### src/rtl/ahb_pkg.sv
// Shared AHB arbiter types: transfer/burst encodings, master count and the
// beat-counter load value for each burst type.
package ahb_pkg;

  localparam int NUM_MASTERS  = 4;
  localparam int MASTER_IDX_W = 2;

  typedef enum logic [1:0] {
    HTRANS_IDLE   = 2'd0,
    HTRANS_BUSY   = 2'd1,
    HTRANS_NONSEQ = 2'd2,
    HTRANS_SEQ    = 2'd3
  } htrans_e;

  typedef enum logic [2:0] {
    HBURST_SINGLE = 3'd0,
    HBURST_INCR   = 3'd1,
    HBURST_WRAP4  = 3'd2,
    HBURST_INCR4  = 3'd3,
    HBURST_WRAP8  = 3'd4,
    HBURST_INCR8  = 3'd5,
    HBURST_WRAP16 = 3'd6,
    HBURST_INCR16 = 3'd7
  } hburst_e;

  // Beats remaining after the NONSEQ beat; zero for undefined-length bursts.
  function automatic logic [3:0] burst_len(input hburst_e burst);
    case (burst)
      HBURST_WRAP4,  HBURST_INCR4:  burst_len = 4'd3;
      HBURST_WRAP8,  HBURST_INCR8:  burst_len = 4'd7;
      HBURST_WRAP16, HBURST_INCR16: burst_len = 4'd15;
      default:                      burst_len = 4'd0;
    endcase
  endfunction

endpackage

### src/rtl/ahb_arb_picker.sv
// Combinational winner selection. Round-robin from ptr_i+1 by default;
// fixed priority (master 0 highest) when AHB_ARB_FIXED_PRIO_EN is defined.
module ahb_arb_picker
  import ahb_pkg::*;
#(
  parameter logic [MASTER_IDX_W-1:0] DEF_IDX = '0
) (
  input  logic [NUM_MASTERS-1:0]  req_i,
`ifndef AHB_ARB_FIXED_PRIO_EN
  input  logic [MASTER_IDX_W-1:0] ptr_i,
`endif
  output logic [MASTER_IDX_W-1:0] winner_o
);

`ifdef AHB_ARB_FIXED_PRIO_EN
  always_comb begin
    winner_o = DEF_IDX;
    // Scan downwards so the lowest requesting index is the last one written.
    for (int i = NUM_MASTERS - 1; i >= 0; i--) begin
      if (req_i[i]) winner_o = i[MASTER_IDX_W-1:0];
    end
  end
`else
  logic [MASTER_IDX_W-1:0] idx;
  logic                    found;

  always_comb begin
    winner_o = DEF_IDX;
    found    = 1'b0;
    idx      = '0;
    // The pointer itself is visited last, giving the current owner lowest priority.
    for (int i = 1; i <= NUM_MASTERS; i++) begin
      idx = ptr_i + MASTER_IDX_W'(i);
      if (!found && req_i[idx]) begin
        winner_o = idx;
        found    = 1'b1;
      end
    end
  end
`endif

endmodule

### src/rtl/ahb_arbiter.sv
// 4-master AHB bus arbiter: round-robin grant with burst/lock protection and
// default-master parking. AHB_ARB_FIXED_PRIO_EN selects fixed-priority winners.
module ahb_arbiter #(
  parameter int NUM_MASTERS    = 4,
  parameter int DEFAULT_MASTER = 0
) (
  input  logic                            HCLK,
  input  logic                            HRST,
  input  logic [NUM_MASTERS-1:0]          HBUSREQ,
  input  logic [NUM_MASTERS-1:0]          HLOCK,
  input  logic [1:0]                      HTRANS,
  input  logic [2:0]                      HBURST,
  input  logic                            HREADY,
  output logic [NUM_MASTERS-1:0]          HGRANT,
  output logic [ahb_pkg::MASTER_IDX_W-1:0] HMASTER,
  output logic                            HMASTLOCK
);
  import ahb_pkg::*;

  localparam logic [MASTER_IDX_W-1:0] DEF_IDX   = MASTER_IDX_W'(DEFAULT_MASTER);
  localparam logic [NUM_MASTERS-1:0]  DEF_GRANT = NUM_MASTERS'(1) << DEFAULT_MASTER;

  htrans_e                 htrans;
  hburst_e                 hburst;
  logic [NUM_MASTERS-1:0]  grant_q, grant_d;
  logic [MASTER_IDX_W-1:0] hmaster_q, hmaster_d;
  logic                    mastlock_q, mastlock_d;
  logic                    lock_tail_q, lock_tail_d;
  logic [3:0]              beat_cnt_q, beat_cnt_d;
  logic [MASTER_IDX_W-1:0] grant_idx, winner;
  logic                    lock_req, arb_point, arb_ok;
`ifndef AHB_ARB_FIXED_PRIO_EN
  logic [MASTER_IDX_W-1:0] rr_ptr_q, rr_ptr_d;
`endif

  ahb_arb_picker #(.DEF_IDX(DEF_IDX)) u_picker (
    .req_i    (HBUSREQ),
`ifndef AHB_ARB_FIXED_PRIO_EN
    .ptr_i    (rr_ptr_q),
`endif
    .winner_o (winner)
  );

  always_comb begin
    // NOTE: every variable gets a default before any branch, so no latch can be inferred.
    htrans      = htrans_e'(HTRANS);
    hburst      = hburst_e'(HBURST);
    grant_idx   = '0;
    arb_point   = 1'b0;
    beat_cnt_d  = beat_cnt_q;
    grant_d     = grant_q;
`ifndef AHB_ARB_FIXED_PRIO_EN
    rr_ptr_d    = rr_ptr_q;
`endif

    for (int i = 0; i < NUM_MASTERS; i++) begin
      if (grant_q[i]) grant_idx = i[MASTER_IDX_W-1:0];
    end
    lock_req = HLOCK[grant_idx];

    case (htrans)
      HTRANS_IDLE: begin
        arb_point  = 1'b1;
        beat_cnt_d = '0;
      end
      HTRANS_NONSEQ: begin
        arb_point  = (hburst == HBURST_SINGLE) || (hburst == HBURST_INCR);
        beat_cnt_d = burst_len(hburst);
      end
      HTRANS_SEQ: begin
        arb_point = (beat_cnt_q == 4'd1) || (hburst == HBURST_INCR);
        if (beat_cnt_q != 4'd0) beat_cnt_d = beat_cnt_q - 4'd1;
      end
      default: ;
    endcase

    arb_ok = !mastlock_q && !lock_tail_q && arb_point;

    // A lock request from the granted master overrides a pending handover.
    if (arb_ok && !lock_req) begin
      grant_d         = '0;
      grant_d[winner] = 1'b1;
`ifndef AHB_ARB_FIXED_PRIO_EN
      rr_ptr_d        = winner;
`endif
    end

    hmaster_d   = grant_idx;
    mastlock_d  = lock_req;
    lock_tail_d = mastlock_q && !lock_req;
  end

  always_ff @(posedge HCLK or posedge HRST) begin
    if (HRST) begin
      grant_q     <= DEF_GRANT;
      hmaster_q   <= DEF_IDX;
      mastlock_q  <= 1'b0;
      lock_tail_q <= 1'b0;
      beat_cnt_q  <= '0;
`ifndef AHB_ARB_FIXED_PRIO_EN
      rr_ptr_q    <= DEF_IDX;
`endif
    end else if (HREADY) begin
      // NOTE: non-blocking assignments so every register samples pre-edge values.
      grant_q     <= grant_d;
      hmaster_q   <= hmaster_d;
      mastlock_q  <= mastlock_d;
      lock_tail_q <= lock_tail_d;
      beat_cnt_q  <= beat_cnt_d;
`ifndef AHB_ARB_FIXED_PRIO_EN
      rr_ptr_q    <= rr_ptr_d;
`endif
    end
  end

  assign HGRANT    = grant_q;
  assign HMASTER   = hmaster_q;
  assign HMASTLOCK = mastlock_q;

endmodule

### config.mk
export PLATFORM = sky130hd
export DESIGN_NAME = ahb_arbiter
export DESIGN_NICKNAME = d
export VERILOG_FILES = /design/src/rtl/ahb_pkg.sv /design/src/rtl/ahb_arb_picker.sv /design/src/rtl/ahb_arbiter.sv
export SDC_FILE = /design/constraint.sdc
export NUM_CORES = 1
export LEC_CHECK = 0
export CELL_PAD_IN_SITES_DETAIL_PLACEMENT = 0
export CELL_PAD_IN_SITES_GLOBAL_PLACEMENT = 2
export CORE_MARGIN = 2
export CORE_UTILIZATION = 31
export DETAILED_ROUTE_END_ITERATION = 16
export PLACE_DENSITY_LB_ADDON = 0.2
export SLEW_MARGIN = 30
export SYNTH_ARGS = -nofsm -noshare
export SYNTH_HDL_FRONTEND = slang
export SYNTH_SLANG_ARGS = --single-unit
### constraint.sdc
create_clock -name HCLK -period 3.3 [get_ports HCLK]
set_input_delay 0.66 -clock HCLK [delete_from_list [all_inputs] [get_ports HCLK]]
set_output_delay 0.66 -clock HCLK [all_outputs]
set_load 0.02 [all_outputs]
# [After elaboration in Yosys (flattened, before gate mapping)]
# Cells that the tools add are included.
[totals] mem_count=0 input_bits=16 rom_bits=0 register_bits=14 wordCells=79 out_inout_bits=7 latchBits=0 mem_bits_rw=0
[classes] bitwise=0 n_lt_le_gt_ge=7 reduce_logical=25 n_shift=0 n_mux=26 multipliers=0 n_eq_ne=11 div=0 n_addsub=4
[op_table] op="one-hot mux 4 bit (3 select lines)" n=2
[op_table] op="< comparator 2 x 3 -> 1 bit, second input constant" n=6
[op_table] op="equality test 3 bit, second input constant" n=4
[op_table] op="two-way mux 2 bit" n=6
[op_table] op="binary-select mux 1 bit (select 2 bit)" n=5
[op_table] op="two-way mux 1 bit" n=10
[op_table] op="logical AND 1 bit" n=8
[op_table] op="equality test 3 x 2 -> 1 bit, second input constant" n=2
[op_table] op="logical NOT 1 bit" n=6
[op_table] op="OR reduction 2 bit" n=3
[op_table] op="adder 2 bit, second input constant" n=2
[op_table] op="equality test 2 bit, second input constant" n=2
[op_table] op="equality test 4 x 1 -> 1 bit, second input constant" n=1
[op_table] op="two-way mux 4 bit" n=1
[op_table] op="nonzero test 4 bit" n=1
[op_table] op="subtractor 4 x 1 -> 4 bit, second input constant" n=1
[op_table] op="equality test 3 x 1 -> 1 bit, second input constant" n=1
[op_table] op="logical NOT 3 bit" n=1
[op_table] op="one-hot mux 1 bit (3 select lines)" n=1
[op_table] op="AND reduction 3 bit" n=1
[op_table] op="nonzero test 3 bit" n=1
[op_table] op="adder 2 x 1 -> 2 bit, second input constant" n=1
[op_table] op="demux 1 bit (select 2 bit)" n=1
[op_table] op=">= comparator 2 x 1 -> 1 bit, second input constant" n=1
[op_table] op="4 further kinds" n=5

# [Depth between registers and ports, before layout]
# Gate-level depths: netlist of run 1.
[logic_depth] ltp_word=17 ltp_mapped=7 depth_no_buf=6

# [Modules after synthesis]
# A second synthesis of run 1 with hierarchy kept.
[hier_totals] cells_unflattened=87 hier_area_um2=903.4
[modules_own_cells] module="ahb_arbiter" cells_each=75 area_per_inst_um2=829.5 instances=1 seq_area_each_um2=351.6
[modules_own_cells] module="ahb_arb_picker" cells_each=12 area_per_inst_um2=73.8 instances=1 seq_area_each_um2=0.0

# [Worst setup path before layout of run 1]
# Ideal clock, no wire load.
[synth_timing] kind="input -> register" start="in HLOCK[1]" end="reg rr_ptr_q[1]" path_buffers=1 arrival_ns=1.719 setup_time_ns=0.125 required_time_ns=3.175 path_stages=5 setup_slack_ns=1.456 cell_sequence="mux2i_1 > a221oi_2 > or3_1 > buf_6 > mux2_4"
[synth_between] elab_chain_len=5
[synth_rtl] element="from (decl)" line="ahb_arbiter.sv:10" rtl="input logic [NUM_MASTERS-1:0] HLOCK,"
[synth_rtl] element="binary-select mux 1 bit (select 2 bit)" line="ahb_arbiter.sv:59" rtl="lock_req = HLOCK[grant_idx];"
[synth_rtl] element="two-way mux 1 bit (implied by the code)" line="ahb_arbiter.sv:59"
[synth_rtl] element="logical NOT 1 bit" line="ahb_arbiter.sv:80" rtl="if (arb_ok && !lock_req) begin"
[synth_rtl] element="logical AND 1 bit" line="ahb_arbiter.sv:80"
[synth_rtl] element="AND reduction 2 bit (no line)"
[synth_rtl] element="to (signal assigned)" line="ahb_arbiter.sv:111" rtl="rr_ptr_q <= rr_ptr_d;"
[synth_rtl] element="to (decl)" line="ahb_arbiter.sv:33" rtl="logic [MASTER_IDX_W-1:0] rr_ptr_q, rr_ptr_d;"
# No other way between the ends. The select of a mux whose other input is x is not followed.
# A chain may end at the register's enable or synchronous reset.

# [Worst setup path in the final report of run 1]
[layout_timing] start="in HTRANS[0]" end="reg rr_ptr_q[1]"
[layout_between] elab_chain_len=5 word_cells_on_any_way=7 classes_between="2 x eq/ne; 1 x mux; 4 x reduce/logical"
[layout_rtl] element="from (decl)" line="ahb_arbiter.sv:11" rtl="input logic [1:0] HTRANS,"
[layout_rtl] element="equality test 2 bit / logical NOT 2 bit (equally long branches)" line="ahb_arbiter.sv:61" rtl="case (htrans)"
[layout_rtl] element="one-hot mux 1 bit (3 select lines) *" line="ahb_arbiter.sv:61"
[layout_rtl] element="logical AND 1 bit *" line="ahb_arbiter.sv:77" rtl="arb_ok = !mastlock_q && !lock_tail_q && arb_point;"
[layout_rtl] element="logical AND 1 bit *" line="ahb_arbiter.sv:80"
[layout_rtl] element="AND reduction 2 bit (no line) *"
# Every way passes the cells marked *; elsewhere a longest branch is shown, timed or not.

==> flow_summary.yaml, run 1 <==
setup_path:
  r2r_end: "rr_ptr_q[1]$_DFFE_PP0P_"
  criticalPathCategory: "input pin to register"
  critPathMaxFanout: 7
  crit_required_ns: 3.47
  cp.arrival_ns: 2.39
  worst_r2r_path_depth: 5
  worst_setup_path_end_kind: "register"
  start_kind: "input pin"
  regToRegSetupSlack_ns: 1.44
  critPathLaunch: "HTRANS[0]"
  endpoint: "rr_ptr_q[1]$_DFFE_PP0P_"
  reg2reg_from: "beat_cnt_q[0]$_DFFE_PP0P_"
min_path:
  holdCritPathClass: "register to register"
clock_network:
  cts_max_level: 1
  tritoncts: "yes"
  worstSkewPairLatency_ns: 0.28
  numClockSinks: 14
  post_cts_buffers: 0
  numCtsBuffers: 3
  cts_resized: 0
  clockBufferDepth: 2
  path_clk_slew_ns: 0.09
  cts_root_buf: "clkbuf_4"
  hold_buffers: 0
detailed_routing:
  detail-route-antenna-nets: 0
  post_drt_wl_per_cell_um: 13.9
  totalWireLength_mm: 2.04
  vias_per_cell: 5.33
  drtIter0Drc: 31
  first_pass_iters: 4
  vias: 783
  drc: 0
global_routing:
  overflow: 0
  grt_pass1_wl_mm: 3.48
  grt_pass1_vias: 772
  grt_use_total_pct: 13.6
  grt_start_max_net_pins: 15
  antenna_found_initial: 0
layout:
  nFillCells: 282
  final_util_pct: 42.9
  diodes: 0
  fin_nets: 135
  layout-drive-gt1-share_pct: 12.1
  synthToLayoutAreaGrowth_pct: 32.5
die:
  die_area_sq_um: 3300
  start_util_pct: 32.4
  fp.coreArea_sq_um: 2730
  rows: 19
  die-width_um: 57.5
  io_pins: 23
  die_h_um: 57.5
job:
  max-cap-violations: 0
pwr:
  worst_ir_drop_vdd_uv: 300
  total_power_w: 0.000866
  powerDensity_nw_per_um2: 738
  p_leak_nw: 0.494
sta:
  totalNegativeSetupSlack_ns: 0
  maxSlewViolCount: 0
  tightest_slew_ns: 0.547
  maxSlewHeadroom_pct: 63.5
  finClkSkew_ns: 0.000774
  rsz0062_at_grt: "false"
  finalCritPeriodShare_pct: 67.2
  period_needed_ns: 2.22
  timing.fmax_mhz: 451
  finalSetupViolations: 0
  final-hold-violation-count: 0
logic_synthesis:
  synthCells: 91
  netlist_area_sq_um: 886
  ys_ff_latch: 14
  synth_fp_nets: 109
  synth_cell_type_count: 37
  avgSynthCellArea_sq_um: 9.73
  seq_area_frac_synth_pct: 39.7
  yosysWarningCount: 0
run_status:
  status: "finished clean"
placed_design:
  hpwl_mm: 1.54
  portBuffers: 22
  gp_congestion: 0.747
## cell usage after synthesis
master,instances,area share [%]
o32a_1,1,1.1
a211oi_2,1,1.4
ha_1,2,2.8
buf_6,1,1.3
nor3b_2,1,1.4
nor2_1,5,2.1
o22ai_1,1,0.71
mux2i_1,5,5.6
o22a_1,1,0.99
nand2_1,4,1.7
mux2_2,1,1.3
nor3_1,1,0.56
a31oi_1,1,0.71
o21a_1,1,0.85
or3_1,1,0.71
mux2_4,1,1.7
o31a_2,1,1.1
o21ai_0,5,2.8
nand2b_1,3,2.1
and4bb_1,1,1.4
o211ai_2,1,1.4
dfstp_2,1,3.0
and2_1,1,0.71
nor2_2,1,0.71
clkbuf_1,1,0.42
o32ai_1,1,0.99
a221oi_2,1,1.7
a21boi_0,1,0.85
a22o_1,1,0.99
nand4b_1,1,0.99
nor3b_1,2,1.7
o31ai_1,8,6.8
inv_1,10,4.2
o2bb2ai_1,1,0.99
and3_1,2,1.4
dfrtp_1,13,37
a21oi_1,7,4.0
## logic make-up (layout without fill, tap and decap cells)
family	count (synthesis)	count (layout)	share of synthesized area [%]
compound gates	33	33	27.4
simple gates	23	23	15.5
flops	14	14	39.7
buf+inv	12	37	5.93
mux	7	7	8.62
fa+ha+maj	2	2	2.82
## layout by cell type, fill, tap and decap left out, drive strengths merged
cell type / count
clkdlybuf4s50: 22
dfrtp: 13
inv: 10
o31ai: 8
a21oi: 7
nor2: 6
mux2i: 5
o21ai: 5
nand2: 4
clkbuf: 4
nand2b: 3
nor3b: 3
and3: 2
ha: 2
mux2: 2
dfstp: 1
o211ai: 1
a221oi: 1
and4bb: 1
a211oi: 1
or3: 1
o32ai: 1
a21boi: 1
o22a: 1
o21a: 1
o32a: 1
and2: 1
o31a: 1
a31oi: 1
nand4b: 1
nor3: 1
o2bb2ai: 1
a22o: 1
o22ai: 1
buf: 1
## cell type report
class,count,area (sq um),share of cell area (%)
tap,31,38.8,3.30
sequential,14,352,30.0
multi-input combinational,65,482,41.0
timing repair buffer,23,228,19.4
inverter,10,37.5,3.20
clock buffer,4,36.3,3.09
## where the power goes
part / total [W] / switching, W / internal [W] / leakage [nW]
registers: 0.000323 / 0.0000764 / 0.000247 / 0.171
logic: 0.000417 / 0.000208 / 0.000209 / 0.302
clock network: 0.000126 / 0.0000586 / 0.0000670 / 0.0210
total: 0.000866 / 0.000343 / 0.000522 / 0.494
## sequential cells by signal, summed over array words and instances, names as in the netlist
| name | count |
|---|---|
| HGRANT | 4 |
| HMASTER | 2 |
| HMASTLOCK | 1 |
| beat_cnt_q | 4 |
| lock_tail_q | 1 |
| rr_ptr_q | 2 |
## worst min-delay path by stage
stage | start | end | slack (ns) | cells after the start
global placement | HMASTER[1]$_DFFE_PP0P_ | HMASTER[1]$_DFFE_PP0P_ | 0.50 | 2
global route | HGRANT[0]$_DFFE_PP1P_ | HGRANT[0]$_DFFE_PP1P_ | 0.55 | 2
finish | HGRANT[0]$_DFFE_PP1P_ | HGRANT[0]$_DFFE_PP1P_ | 0.51 | 2
CTS | HGRANT[0]$_DFFE_PP1P_ | HGRANT[0]$_DFFE_PP1P_ | 0.52 | 2
floorplan | lock_tail_q$_DFFE_PP0P_ | lock_tail_q$_DFFE_PP0P_ | 0.51 | 2
detailed placement | HGRANT[0]$_DFFE_PP1P_ | HGRANT[0]$_DFFE_PP1P_ | 0.51 | 2
## layer usage
| layer | track usage (%) | share of wire, % | vias to the layer above |
|---|---|---|---|
| li1 | - | - | 385 |
| met1 | 17.6 | 48 | 376 |
| met2 | 21.6 | 46 | 20 |
| met3 | 2.72 | 4.4 | 2 |
| met4 | 6.64 | 1.3 | 0 |
| met5 | 0 | 0 | - |
## metrics by stage
step,setup WS [ns],instances,hold WS (ns),instance area (sq um)
floorplan,1.46,91,0.505,886
global placement,0.862,143,0.503,1140
detailed placement,0.796,143,0.506,1140
CTS,1.10,147,0.522,1170
global route,0.940,147,0.553,1170
finish,1.08,147,0.511,1170
## critical path: stages
cell and delay [ns]:
clkdlybuf4s50_1 0.53, and4bb_1 0.28, a211oi_2 0.31, or3_1 0.29
mux2_4 0.32
(Power assumes the default switching activity.)
==> run 2, diff against run 1 <==
- CORE_UTILIZATION: 31 -> 28
- clock period: 3.3 -> 2.3 ns (I/O delays scaled with it)
==> run 2 against run 1 <==
Clock-buffer cell count did not move. Non-clock buffer count rose by 3. First-iteration DRC count fell by 6.5%. Setup slack got worse by 0.78 ns. Die area rose by 9.9%. Worst hold slack improved by 0.0047 ns. Register-to-register slack got worse by 0.97 ns. Critical path type unchanged. Largest cell class unchanged. Largest power group unchanged.
==> flow_summary.yaml, run 2 (same netlist as run 1, synthesis figures left out) <==
sta:
  finClkSkew_ns: 0.00647
  timing.fmax_mhz: 502
  final-hold-violation-count: 0
  finalCritPeriodShare_pct: 86.7
  tightest_slew_ns: 0.547
  finalSetupViolations: 0
  maxSlewHeadroom_pct: 63.5
  period_needed_ns: 1.99
  rsz0062_at_grt: "false"
  maxSlewViolCount: 0
  holdWs_ns: 0.516
detailed_routing:
  drtIter0Drc: 29
  post_drt_wl_per_cell_um: 12.3
  drc: 0
  vias_per_cell: 4.78
  detail-route-antenna-nets: 0
  first_pass_iters: 4
  vias: 779
  totalWireLength_mm: 2.01
layout:
  final_common_cell: "clkdlybuf4s50_1"
  final_cell_mix: "22 x clkdlybuf4s50_1, 13 x dfrtp_1, 10 x inv_1"
  layout-drive-gt1-share_pct: 13.4
  nFillCells: 299
  synthToLayoutAreaGrowth_pct: 35.7
  diodes: 0
  fin_nets: 138
clock_network:
  tritoncts: "yes"
  cts_resized: 0
  cts_root_buf: "clkbuf_4"
  numCtsBuffers: 3
  worstSkewPairLatency_ns: 0.28
  cts_max_level: 1
  path_clk_slew_ns: 0.09
  clockBufferDepth: 2
  post_cts_buffers: 0
  hold_buffers: 0
  numClockSinks: 14
die:
  io_pins: 23
  start_util_pct: 29.3
  die-width_um: 60.2
  rows: 20
  fp.coreArea_sq_um: 3030
  die_area_sq_um: 3630
  die_h_um: 60.2
min_path:
  holdCritPathClass: "input pin to asynchronous set/reset pin"
setup_path:
  r2r_end: "rr_ptr_q[1]$_DFFE_PP0P_"
  cp.arrival_ns: 2.16
  critPathMaxFanout: 7
  worst_r2r_path_depth: 5
  regToRegSetupSlack_ns: 0.47
  start_kind: "input pin"
  crit_required_ns: 2.47
  critPathLaunch: "HTRANS[0]"
  reg2reg_from: "beat_cnt_q[0]$_DFFE_PP0P_"
  worst_setup_path_end_kind: "register"
  criticalPathCategory: "input pin to register"
placed_design:
  gp_congestion: 0.729
  hpwl_mm: 1.60
  portBuffers: 22
global_routing:
  overflow: 0
  grt_use_total_pct: 12.3
  grt_pass1_wl_mm: 3.25
  grt_start_max_net_pins: 15
  antenna_found_initial: 0
  grt_pass1_vias: 685
pwr:
  total_power_w: 0.00123
  p_leak_nw: 0.502
  worst_ir_drop_vdd_uv: 397
  powerDensity_nw_per_um2: 1020
run_status:
  status: "finished clean"
job:
  max-cap-violations: 0
==> run 2: changes by cell type in the layout (fill, tap and decap cells not counted) <==
cell,change
buf_4,+3
clkbuf_1,+1
clkbuf_8,-1
==> run 2: worst max path at each step <==
stage / end / depth (start not counted)
final: rr_ptr_q[1]$_DFFE_PP0P_ / 5
after CTS: rr_ptr_q[1]$_DFFE_PP0P_ / 5
after floorplan: rr_ptr_q[1]$_DFFE_PP0P_ / 5
after global routing: rr_ptr_q[1]$_DFFE_PP0P_ / 5
after detailed placement: rr_ptr_q[1]$_DFFE_PP0P_ / 5
after global placement: rr_ptr_q[1]$_DFFE_PP0P_ / 5
==> run 2: layer usage <==
layer  up-vias  GRT usage (%)  routed length [um]
met2        20           18.0                 905
met5         -              0                   0
met3         0           4.76                 136
met1       364           16.8                 971
met4         0           2.86                   0
li1        395              -                   -
==> run 2: cell type report <==
class                   instances  area, sq um  area share [%]
repair buffers                 26          250            20.8
clock buffers                   4         26.3            2.19
inverters                      10         37.5            3.12
well taps                      44         55.1            4.58
flip-flops and latches         14          352            29.2
multi-input cells              65          482            40.1
==> run 2: metrics by stage <==
step,setup TNS (ns),util [%],area (sq um),cells,setup WS (ns)
after global routing,0,39.7,1200,163,0.189
after detailed placement,-0.00208,38.8,1180,159,-0.00208
final,0,39.7,1200,163,0.307
after CTS,0,39.7,1200,163,0.316
after floorplan,0,-,886,91,0.548
after global placement,0,38.8,1180,159,0.0591
==> run 2: power breakdown <==
part | internal (W) | switching [W]
clock network | 0.0000673 | 0.0000792
logic | 0.000318 | 0.000298
registers | 0.000354 | 0.000110
total | 0.000739 | 0.000487
==> run 2: critical path: stages <==
cell and delay, ns:
clkdlybuf4s50_1 0.53, and4bb_1 0.27, a211oi_2 0.28, or3_1 0.30, mux2_4 0.32
